File: src/rtl/regfile_wb_arbiter.sv
// Register-file writeback arbiter.
// Two writeback sources (src0 = execute, src1 = load unit) share the single
// register-file write port. src0 normally wins; src1 is promoted after it has
// lost STARVE_LIMIT consecutive cycles. The winner is captured in a one-entry
// writeback stage that drives the register file on the next cycle. rs1/rs2
// forwarding flags let same-cycle asynchronous reads pick up that in-flight value.
module regfile_wb_arbiter #(
  parameter int ADDR_WIDTH   = 5,
  parameter int DATA_WIDTH   = 32,
  parameter int STARVE_LIMIT = 4   // must be >= 1
) (
  input  logic                  clk,
  input  logic                  rst,
  input  logic                  flush,
  input  logic                  src0_valid,
  output logic                  src0_ready,
  input  logic [ADDR_WIDTH-1:0] src0_addr,
  input  logic [DATA_WIDTH-1:0] src0_data,
  input  logic                  src1_valid,
  output logic                  src1_ready,
  input  logic [ADDR_WIDTH-1:0] src1_addr,
  input  logic [DATA_WIDTH-1:0] src1_data,
  output logic                  RegWrite,
  output logic [ADDR_WIDTH-1:0] rd_addr,
  output logic [DATA_WIDTH-1:0] rd_wdata,
  input  logic [ADDR_WIDTH-1:0] rs1_addr,
  input  logic [ADDR_WIDTH-1:0] rs2_addr,
  output logic                  rs1_fwd,
  output logic                  rs2_fwd,
  output logic [DATA_WIDTH-1:0] fwd_data
);

  // Counter just wide enough to hold STARVE_LIMIT; it saturates there.
  localparam int                  CNT_W = $clog2(STARVE_LIMIT + 1);
  localparam logic [CNT_W-1:0]    LIMIT = CNT_W'(STARVE_LIMIT);
  localparam logic [ADDR_WIDTH-1:0] X0  = '0;

  // Writeback stage and starvation state
  logic                  r_regwrite;
  logic [ADDR_WIDTH-1:0] r_rd_addr;
  logic [DATA_WIDTH-1:0] r_rd_wdata;
  logic [CNT_W-1:0]      r_starve_cnt;

  // Arbitration and next-state wires
  logic                  w_starve;
  logic                  w_g0;
  logic                  w_g1;
  logic                  w_grant_en;
  logic                  w_xfer0;
  logic                  w_xfer1;
  logic                  w_regwrite_next;
  logic [ADDR_WIDTH-1:0] w_rd_addr_next;
  logic [DATA_WIDTH-1:0] w_rd_wdata_next;
  logic [CNT_W-1:0]      w_starve_cnt_next;

  // Single-winner grant: src0 by default, src1 when alone or once starved.
  // Grants never wait on the stage, since it drains every cycle.
  always_comb begin
    w_starve   = (r_starve_cnt >= LIMIT);
    w_g1       = src1_valid && (!src0_valid || w_starve);
    w_g0       = src0_valid && !w_g1;
    w_grant_en = !flush && !rst;
    src0_ready = w_g0 && w_grant_en;
    src1_ready = w_g1 && w_grant_en;
    w_xfer0    = src0_valid && src0_ready;
    w_xfer1    = src1_valid && src1_ready;
  end

  // Next writeback-stage contents: load the winner, drop writes to x0,
  // and hold address/data when nothing transfers.
  always_comb begin
    w_regwrite_next = 1'b0;
    w_rd_addr_next  = r_rd_addr;
    w_rd_wdata_next = r_rd_wdata;
    if (w_xfer1) begin
      w_regwrite_next = (src1_addr != X0);
      w_rd_addr_next  = src1_addr;
      w_rd_wdata_next = src1_data;
    end else if (w_xfer0) begin
      w_regwrite_next = (src0_addr != X0);
      w_rd_addr_next  = src0_addr;
      w_rd_wdata_next = src0_data;
    end
  end

  // Starvation counter: counts consecutive cycles src1 waits without a grant,
  // cleared when src1 is idle, granted, or the pipeline is flushed.
  always_comb begin
    w_starve_cnt_next = r_starve_cnt;
    if (!src1_valid || w_g1 || flush) begin
      w_starve_cnt_next = '0;
    end else if (r_starve_cnt < LIMIT) begin
      w_starve_cnt_next = r_starve_cnt + CNT_W'(1);
    end
  end

  // State registers; reset discards any pending write immediately.
  always_ff @(posedge clk or posedge rst) begin
    if (rst) begin
      r_regwrite   <= 1'b0;
      r_rd_addr    <= '0;
      r_rd_wdata   <= '0;
      r_starve_cnt <= '0;
    end else begin
      r_regwrite   <= w_regwrite_next;
      r_rd_addr    <= w_rd_addr_next;
      r_rd_wdata   <= w_rd_wdata_next;
      r_starve_cnt <= w_starve_cnt_next;
    end
  end

  assign RegWrite = r_regwrite;
  assign rd_addr  = r_rd_addr;
  assign rd_wdata = r_rd_wdata;

  // Forwarding: x0 is never forwarded, even if it somehow matched.
  assign rs1_fwd  = r_regwrite && (rs1_addr == r_rd_addr) && (rs1_addr != X0);
  assign rs2_fwd  = r_regwrite && (rs2_addr == r_rd_addr) && (rs2_addr != X0);
  assign fwd_data = r_rd_wdata;

endmodule

File: config.mk
export PLATFORM = sky130hd
export DESIGN_NAME = regfile_wb_arbiter
export DESIGN_NICKNAME = d
export VERILOG_FILES = /design/src/rtl/regfile_wb_arbiter.sv
export SDC_FILE = /design/constraint.sdc
export NUM_CORES = 1
export LEC_CHECK = 0
export CAP_MARGIN = 0
export CORE_ASPECT_RATIO = 1.25
export CORE_MARGIN = 2
export CORE_UTILIZATION = 37
export CTS_BUF_LIST = sky130_fd_sc_hd__clkbuf_4
export DETAILED_ROUTE_END_ITERATION = 10
export PLACE_DENSITY = 0.83
export REMOVE_ABC_BUFFERS = 1
export SLEW_MARGIN = 5
export SYNTH_ARGS = -nofsm -noshare
export SYNTH_HDL_FRONTEND = slang
export SYNTH_SLANG_ARGS = --single-unit
File: constraint.sdc
create_clock -name clk -period 1.89 [get_ports clk]
set_input_delay 0.4725 -clock clk [delete_from_list [all_inputs] [get_ports clk]]
set_output_delay 0.4725 -clock clk [all_outputs]
set_load 0.01 [all_outputs]
Word level (Yosys, flattened, before mapping)
Cells that the tools add are included.
Operators by class
  add/subtract/negate cells: 1
  $lt $le $gt $ge: 2
  equality and inequality tests: 2
  multiplexer cells: 8
  reductions and logical operators: 25
Operator list (number)
  $mux W32: 2
  $reduce_bool A5 Y1: 4
  $logic_and A1 B1 Y1: 11
  $eq A5 B5 Y1: 2
  $mux W5: 2
  $mux W3: 2
  $logic_not A1 Y1: 5
  $reduce_bool A2 Y1: 2
  $add A3 B1 Y3 const B: 1
  $ge A3 B3 Y1 const B: 1
  $logic_or A1 B1 Y1: 3
  $lt A3 B3 Y1 const B: 1
  $mux W1: 2
Storage, ports and cells
  bits in registers: 41
  bits of input ports: 89
  output and inout bits: 74
  word-level logic and storage cells: 42

Depth between registers and ports, before layout
Gate-level depths: netlist of the first run.
  depth after elaboration: 9
  mapped depth: 5
  gate-level depth less buffers: 3

Least setup slack after synthesis of the first run
OpenSTA, ideal clock, no wires.
  path kind: in2out
  from: in rst
  to: out src0_ready
  data arrival time: 1.326 ns
  data required time: 1.417 ns
  slack: 0.091 ns
  cell stages on the path: 4
  path buffers: 2
  cells stage by stage: nor3b_1 buf_4 buf_6 a21boi_1
On the way
  word-level cells in the longest chain between the ends: 3
Ends and longest elaborated chain
  start: declaration: line 13  | input logic rst,
  $logic_not A1 Y1 (no source line)
  $logic_and A1 B1 Y1: line 62  | w_grant_en = !flush && !rst;
  $logic_and A1 B1 Y1: line 63  | src0_ready = w_g0 && w_grant_en;
  end: declaration: line 16  | output logic src0_ready,
Every way passes these cells.

Final worst setup path of the first run
  from: in rs2_addr[2]
  to: out rs2_fwd
On the way
  word-level cells in the longest chain between the ends: 3
  elaborated cells on any way between the ends: 4
  those cells by class: eq/ne: 1; reduce/logical: 3
Ends and longest elaborated chain
  start: declaration: line 27  | input logic [ADDR_WIDTH-1:0] rs2_addr,
  $eq A5 B5 Y1: line 118  | assign rs2_fwd = r_regwrite && (rs2_addr == r_rd_addr) && (rs2_addr != X0);
  $logic_and A1 B1 Y1: line 118
  $logic_and A1 B1 Y1 *: line 118
  end: declaration: line 29  | output logic rs2_fwd,
Mark *: on every way between the ends. The rest lies on a longest branch, timed or not.

==> results of run 1 <==
==> cells by family (layout without fill, tap and decap cells) <==
family / after synthesis / in the layout / synth area share, %
multiplexers: 74 / 74 / 35.3
buffers and inverters: 43 / 190 / 13.0
flip-flops: 41 / 41 / 41.9
AND/OR/NAND/NOR: 21 / 21 / 5.06
XOR/XNOR: 8 / 8 / 2.86
AO/OA/AOI/OAI: 5 / 5 / 1.43
adder cells (fa/ha/maj): 1 / 1 / 0.511
==> final cells by class <==
cell class,instances,area [um2]
well taps,87,109
clock inverters,3,12.5
repair buffers,179,1730
fillers,542,2410
clock buffers,5,37.5
inverters,3,11.3
multi-input cells,109,1150
flip-flops and latches,41,1030
==> where the power goes <==
| part | internal (W) | leakage [nW] | switching (W) |
|---|---|---|---|
| registers | 0.00105 | 0.487 | 0.000154 |
| logic | 0.000945 | 1.22 | 0.000469 |
| clock network | 0.000135 | 0.0300 | 0.000278 |
| total | 0.00213 | 1.74 | 0.000901 |
==> state kept, by name, summed over array words and instances (netlist names) <==
name / count
rd_addr: 5
r_starve_cnt: 3
fwd_data: 32
RegWrite: 1
==> path summary, 6_finish.rpt <==
kind | slack (ns) | start | to | depth (start not counted)
max | -0.12 | rs2_addr[2] | rs2_fwd | 5
min | 0.45 | r_starve_cnt[0]$_DFFE_PP0P_ | r_starve_cnt[0]$_DFFE_PP0P_ | 1
max reg2reg | 0.28 | r_starve_cnt[2]$_DFFE_PP0P_ | fwd_data[12]$_DFFE_PP0P_ | 4
min reg2reg | 0.45 | r_starve_cnt[0]$_DFFE_PP0P_ | r_starve_cnt[0]$_DFFE_PP0P_ | 1
max in group asynchronous | 1.20 | rst | fwd_data[22]$_DFFE_PP0P_ | 4
min in group asynchronous | 0.48 | rst | fwd_data[7]$_DFFE_PP0P_ | 4
==> layer usage <==
layer  routed length [um]  vias up  track usage [%]
li1                     -      934                -
met1                 2410      947             20.0
met2                 3690       96             35.2
met3                  440       12             4.49
met4                  106        0             4.55
met5                    0        -                0
==> through the flow <==
step	worst slack, ns	power, W	cells	utilization, %
floorplan	-2.43	0.00170	153	-
finish	-0.120	0.00303	427	62.9
detailed placement	-0.620	0.00265	413	61.3
CTS	-0.102	0.00307	426	62.5
global placement	-0.584	0.00260	413	61.3
global route	-0.195	0.00323	427	62.9
==> critical path, stage by stage <==
cell,delay (ns)
clkdlybuf4s50_1,0.41
xor2_1,0.15
nor3_1,0.18
and4_1,0.20
buf_2,0.12
==> synth_stat cells <==
cell type | n | area [um2]
mux2_1 | 55 | 619
dfrtp_1 | 41 | 1030
buf_4 | 33 | 248
mux2_2 | 11 | 124
mux2_4 | 8 | 120
xor2_1 | 6 | 52.6
buf_6 | 4 | 45.0
nand2_1 | 3 | 11.3
nor3_1 | 3 | 15.0
and2_1 | 2 | 12.5
and4_1 | 2 | 17.5
buf_2 | 2 | 10.0
inv_1 | 2 | 7.51
nor2_1 | 2 | 7.51
nor3b_1 | 2 | 15.0
nor4_1 | 2 | 12.5
o21ai_0 | 2 | 10.0
or2_1 | 2 | 12.5
xnor2_1 | 2 | 17.5
a211o_1 | 1 | 8.76
a21boi_1 | 1 | 7.51
clkbuf_1 | 1 | 3.75
ha_1 | 1 | 12.5
inv_2 | 1 | 3.75
nand2b_1 | 1 | 6.26
nor2b_1 | 1 | 6.26
o2bb2ai_1 | 1 | 8.76
or4_1 | 1 | 7.51
==> what timing repair did <==
item,4_1_cts,5_1_grt
gates resized for setup,40,5
pin swaps,14,0
hold buffers,0,0
buffers inserted,5,1
setup endpoints to repair,38,3
==> impl_metrics.csv, run 1 <==
group,metric,value,unit
outcome,outcome,"complete, but fails checks",
outcome,violations,"setup timing",
synthesis,synthCells,193,
critical_path,crit_type,"in -> out",
cts,cts_tree,"done",
layout,final_cell_mix,"clkdlybuf4s50_1, mux2_1, dfrtp_1",
power_and_ir_drop,leakagePower,1.74,nW
synthesis,ys_seq_elements,41,
route,ant_nets,0,
grt,grt_max_degree,39,
synthesis,synth_cell_types,28,
timing,relSlewSlack,63.7,%
timing,final_hold_viol_count,0,
cts,clk_latency,0.34,ns
power_and_ir_drop,ir_worst_vdd,0.000436,V
floorplan,num_io_pins,163,
critical_path,path_max_fanout,1,
floorplan,initial_core_util,37.8,%
cts,clock_path_buffers,2,
layout,n_antenna_cell,0,
place,place_hpwl,5140,um
route,drt_pass1_iterations,4,
layout,fin_area,0.00408,mm2
floorplan,fp.dieW,76.8,um
min_path,hp-class,"reg -> reg",
floorplan,rows,33,
grt,grt_pass1_vias,2081,
layout,final_common_cell,"clkdlybuf4s50_1",
route,wl_per_cell,15.6,um
grt,grt_pass1_wl,10500,um
layout,layout.nets,429,
critical_path,worst_ep_arrival_time,1.54,ns
timing,slew_violations,0,
timing,rsz0062_at_grt,"yes",
synthesis,netlist_area,0.00245,mm2
place,place_area,0.00397,mm2
place,gp_congestion,0.786,
floorplan,fp.dieH,95.0,um
cts,h-tree-depth,2,
timing,fin_crit_sh,106,%
route,drc,0,
grt,track_usage,18.3,%
synthesis,yosys_warnings,0,
timing,worst_slew_pin_slew,0.544,ns
route,routed_wl,6640,um
timing,clock_skew,0.00718,ns
cts,numCtsBuffers,5,
layout,drive_gt1_share,16.5,%
cts,cts-root-buf,"clkbuf_4",
timing,whs,0.450,ns
layout,area_growth,66.5,%
job,drv_cap,0,
floorplan,core,0.00648,mm2
route,viasPerCell,4.66,
timing,setup_viol,2,
power_and_ir_drop,powerDensity,743,mW/mm2
timing,min_period,2.01,ns
synthesis,synth.avg_cell_area,12.7,um2
timing,fin_tns_setup,-0.209,ns
critical_path,end_kind,"primary output",
timing,max_clock_freq,498,MHz
critical_path,required,1.42,ns
grt,grt_overflow_total,0,
timing,worst_slack,-0.120,ns
route,vias,1989,
place,port_buffers,162,
critical_path,cp-start-kind,"input port",
route,drt_iter0_drc,66,
synthesis,yosysSeqAreaShare,41.9,%
cts,clock-sinks,41,
grt,antenna_found_initial,0,
cts,clk_pin_slew,0.11,ns
floorplan,dieArea,0.00729,mm2
(Power assumes the default switching activity.)
==> run 2, diff against run 1 <==
--- a/config.mk
+++ b/config.mk
@@ -11,6 +11,7 @@
 export CORE_UTILIZATION = 37
 export CTS_BUF_LIST = sky130_fd_sc_hd__clkbuf_4
 export DETAILED_ROUTE_END_ITERATION = 10
+export MAX_ROUTING_LAYER = met4
 export PLACE_DENSITY = 0.83
 export REMOVE_ABC_BUFFERS = 1
 export SLEW_MARGIN = 5
==> impl_metrics.csv, run 2 (synthesis results as in run 1) <==
group,metric,value,unit
outcome,outcome,"complete, but fails checks",
outcome,violations,"setup timing",
layout,fill_cells,542,
floorplan,core,0.00648,mm2
floorplan,rows,33,
route,drt_pass1_iterations,3,
timing,rsz0062_at_grt,"yes",
cts,numCtsBuffers,5,
route,viasPerCell,4.63,
critical_path,end_kind,"primary output",
critical_path,path_max_fanout,1,
route,routed_wl,6650,um
layout,drive_gt1_share,16.5,%
critical_path,slowest_stage,"clkdlybuf4s50_1",
critical_path,cpPeakStageDelay,0.41,ns
grt,track_usage,18.8,%
grt,grt_overflow_total,0,
power_and_ir_drop,leakagePower,1.74,nW
layout,stdcell_count,427,
layout,n_antenna_cell,0,
cts,cts_tree,"done",
critical_path,worst_ep_arrival_time,1.54,ns
grt,grt_pass1_vias,2075,
layout,final_common_cell,"clkdlybuf4s50_1",
floorplan,initial_core_util,37.8,%
timing,clock_skew,0.00445,ns
route,drt_iter0_drc,62,
layout,fin_util,62.9,%
power_and_ir_drop,powerDensity,744,mW/mm2
layout,area_growth,66.5,%
timing,min_period,2.01,ns
critical_path,cp-start-kind,"input port",
critical_path,required,1.42,ns
timing,relSlewSlack,64.0,%
cts,clock_path_buffers,2,
floorplan,dieArea,0.00729,mm2
layout,layout.nets,429,
cts,cts-root-buf,"clkbuf_4",
timing,fin_crit_sh,106,%
grt,grt_max_degree,39,
floorplan,num_io_pins,163,
min_path,hp-class,"reg -> reg",
cts,h-tree-depth,2,
critical_path,crit_type,"in -> out",
place,port_buffers,162,
floorplan,fp.dieH,95.0,um
timing,slew_violations,0,
layout,final_cell_mix,"clkdlybuf4s50_1, mux2_1, dfrtp_1",
cts,clock-sinks,41,
timing,worst_slack,-0.118,ns
route,wl_per_cell,15.6,um
timing,setup_viol,2,
place,place_hpwl,5140,um
critical_path,cp_cell_sequence,"clkdlybuf4s50_1 > xor2_1 > nor3_1 > and4_1 > buf_2",
timing,final_hold_viol_count,0,
grt,antenna_found_initial,0,
route,drc,0,
layout,largest_reg_flops,32,
route,ant_nets,0,
cts,clk_latency,0.34,ns
route,vias,1977,
timing,worst_slew_pin_slew,0.540,ns
place,dp.cells,413,
floorplan,fp.dieW,76.8,um
timing,max_clock_freq,498,MHz
job,drv_cap,0,
place,gp_congestion,0.797,
power_and_ir_drop,ir_worst_vdd,0.000434,V
cts,ctsHoldBuffers,0,
grt,grt_pass1_wl,10500,um
cts,clk_pin_slew,0.12,ns
## run 2: cell counts in the layout (fill, tap and decap cells not counted)
No cell type changed its count.
## run 2: critical path, delay by kind of cell
family / cells / cell delay [ns]
XOR/XNOR: 1 / 0.15
AND/OR/NAND/NOR: 2 / 0.38
buffers and inverters: 2 / 0.53
## run 2: area by class of cell
| type | count | area (um2) | share of cell area [%] |
|---|---|---|---|
| repair buffers | 179 | 1730 | 42.4 |
| multi-input cells | 109 | 1150 | 28.2 |
| flip-flops and latches | 41 | 1030 | 25.3 |
| well taps | 87 | 109 | 2.67 |
| clock buffers | 5 | 37.5 | 0.921 |
| clock inverters | 3 | 12.5 | 0.307 |
| inverters | 3 | 11.3 | 0.276 |
## run 2: final timing paths
kind                       cells after the start                   startpoint  slack, ns                     endpoint
max                                            5                  rs2_addr[2]      -0.12                      rs2_fwd
min                                            1  r_starve_cnt[0]$_DFFE_PP0P_       0.45  r_starve_cnt[0]$_DFFE_PP0P_
max reg2reg                                    4  r_starve_cnt[2]$_DFFE_PP0P_       0.29      fwd_data[8]$_DFFE_PP0P_
min reg2reg                                    1  r_starve_cnt[0]$_DFFE_PP0P_       0.45  r_starve_cnt[0]$_DFFE_PP0P_
max in group asynchronous                      4                          rst       1.19     fwd_data[22]$_DFFE_PP0P_
min in group asynchronous                      4                          rst       0.49       rd_addr[4]$_DFFE_PP0P_
## run 2: through the flow
step | power [W] | cell area [um2] | worst slack (ns) | hold WS, ns | TNS [ns]
floorplan | 0.00170 | 2140 | -2.43 | 0.409 | -88.91
global placement | 0.00260 | 3970 | -0.584 | 0.420 | -15.25
detailed placement | 0.00265 | 3970 | -0.620 | 0.433 | -17.48
CTS | 0.00307 | 4050 | -0.102 | 0.451 | -0.204
global route | 0.00323 | 4080 | -0.195 | 0.469 | -0.356
finish | 0.00303 | 4080 | -0.118 | 0.450 | -0.213
## run 2: routing by layer
metal	global-route usage, %	up-vias	routed length (um)
li1	-	933	-
met1	20.1	943	2430
met2	35.4	92	3700
met3	4.11	9	425
met4	4.55	0	91
met5	-	-	0
## run 2: repair_timing
action                                  CTS  global route
setup buffers                             5             1
pin swaps                                14             0
hold endpoints to repair                  0             0
endpoints found under the setup margin   38             3
gates resized for setup                  40             5
## run 2: power breakdown
| group | leakage [nW] | switching (W) | total [W] | internal [W] |
|---|---|---|---|---|
| registers | 0.487 | 0.000155 | 0.00120 | 0.00105 |
| clock network | 0.0300 | 0.000280 | 0.000415 | 0.000135 |
| logic | 1.22 | 0.000469 | 0.00141 | 0.000945 |
| total | 1.74 | 0.000903 | 0.00303 | 0.00213 |
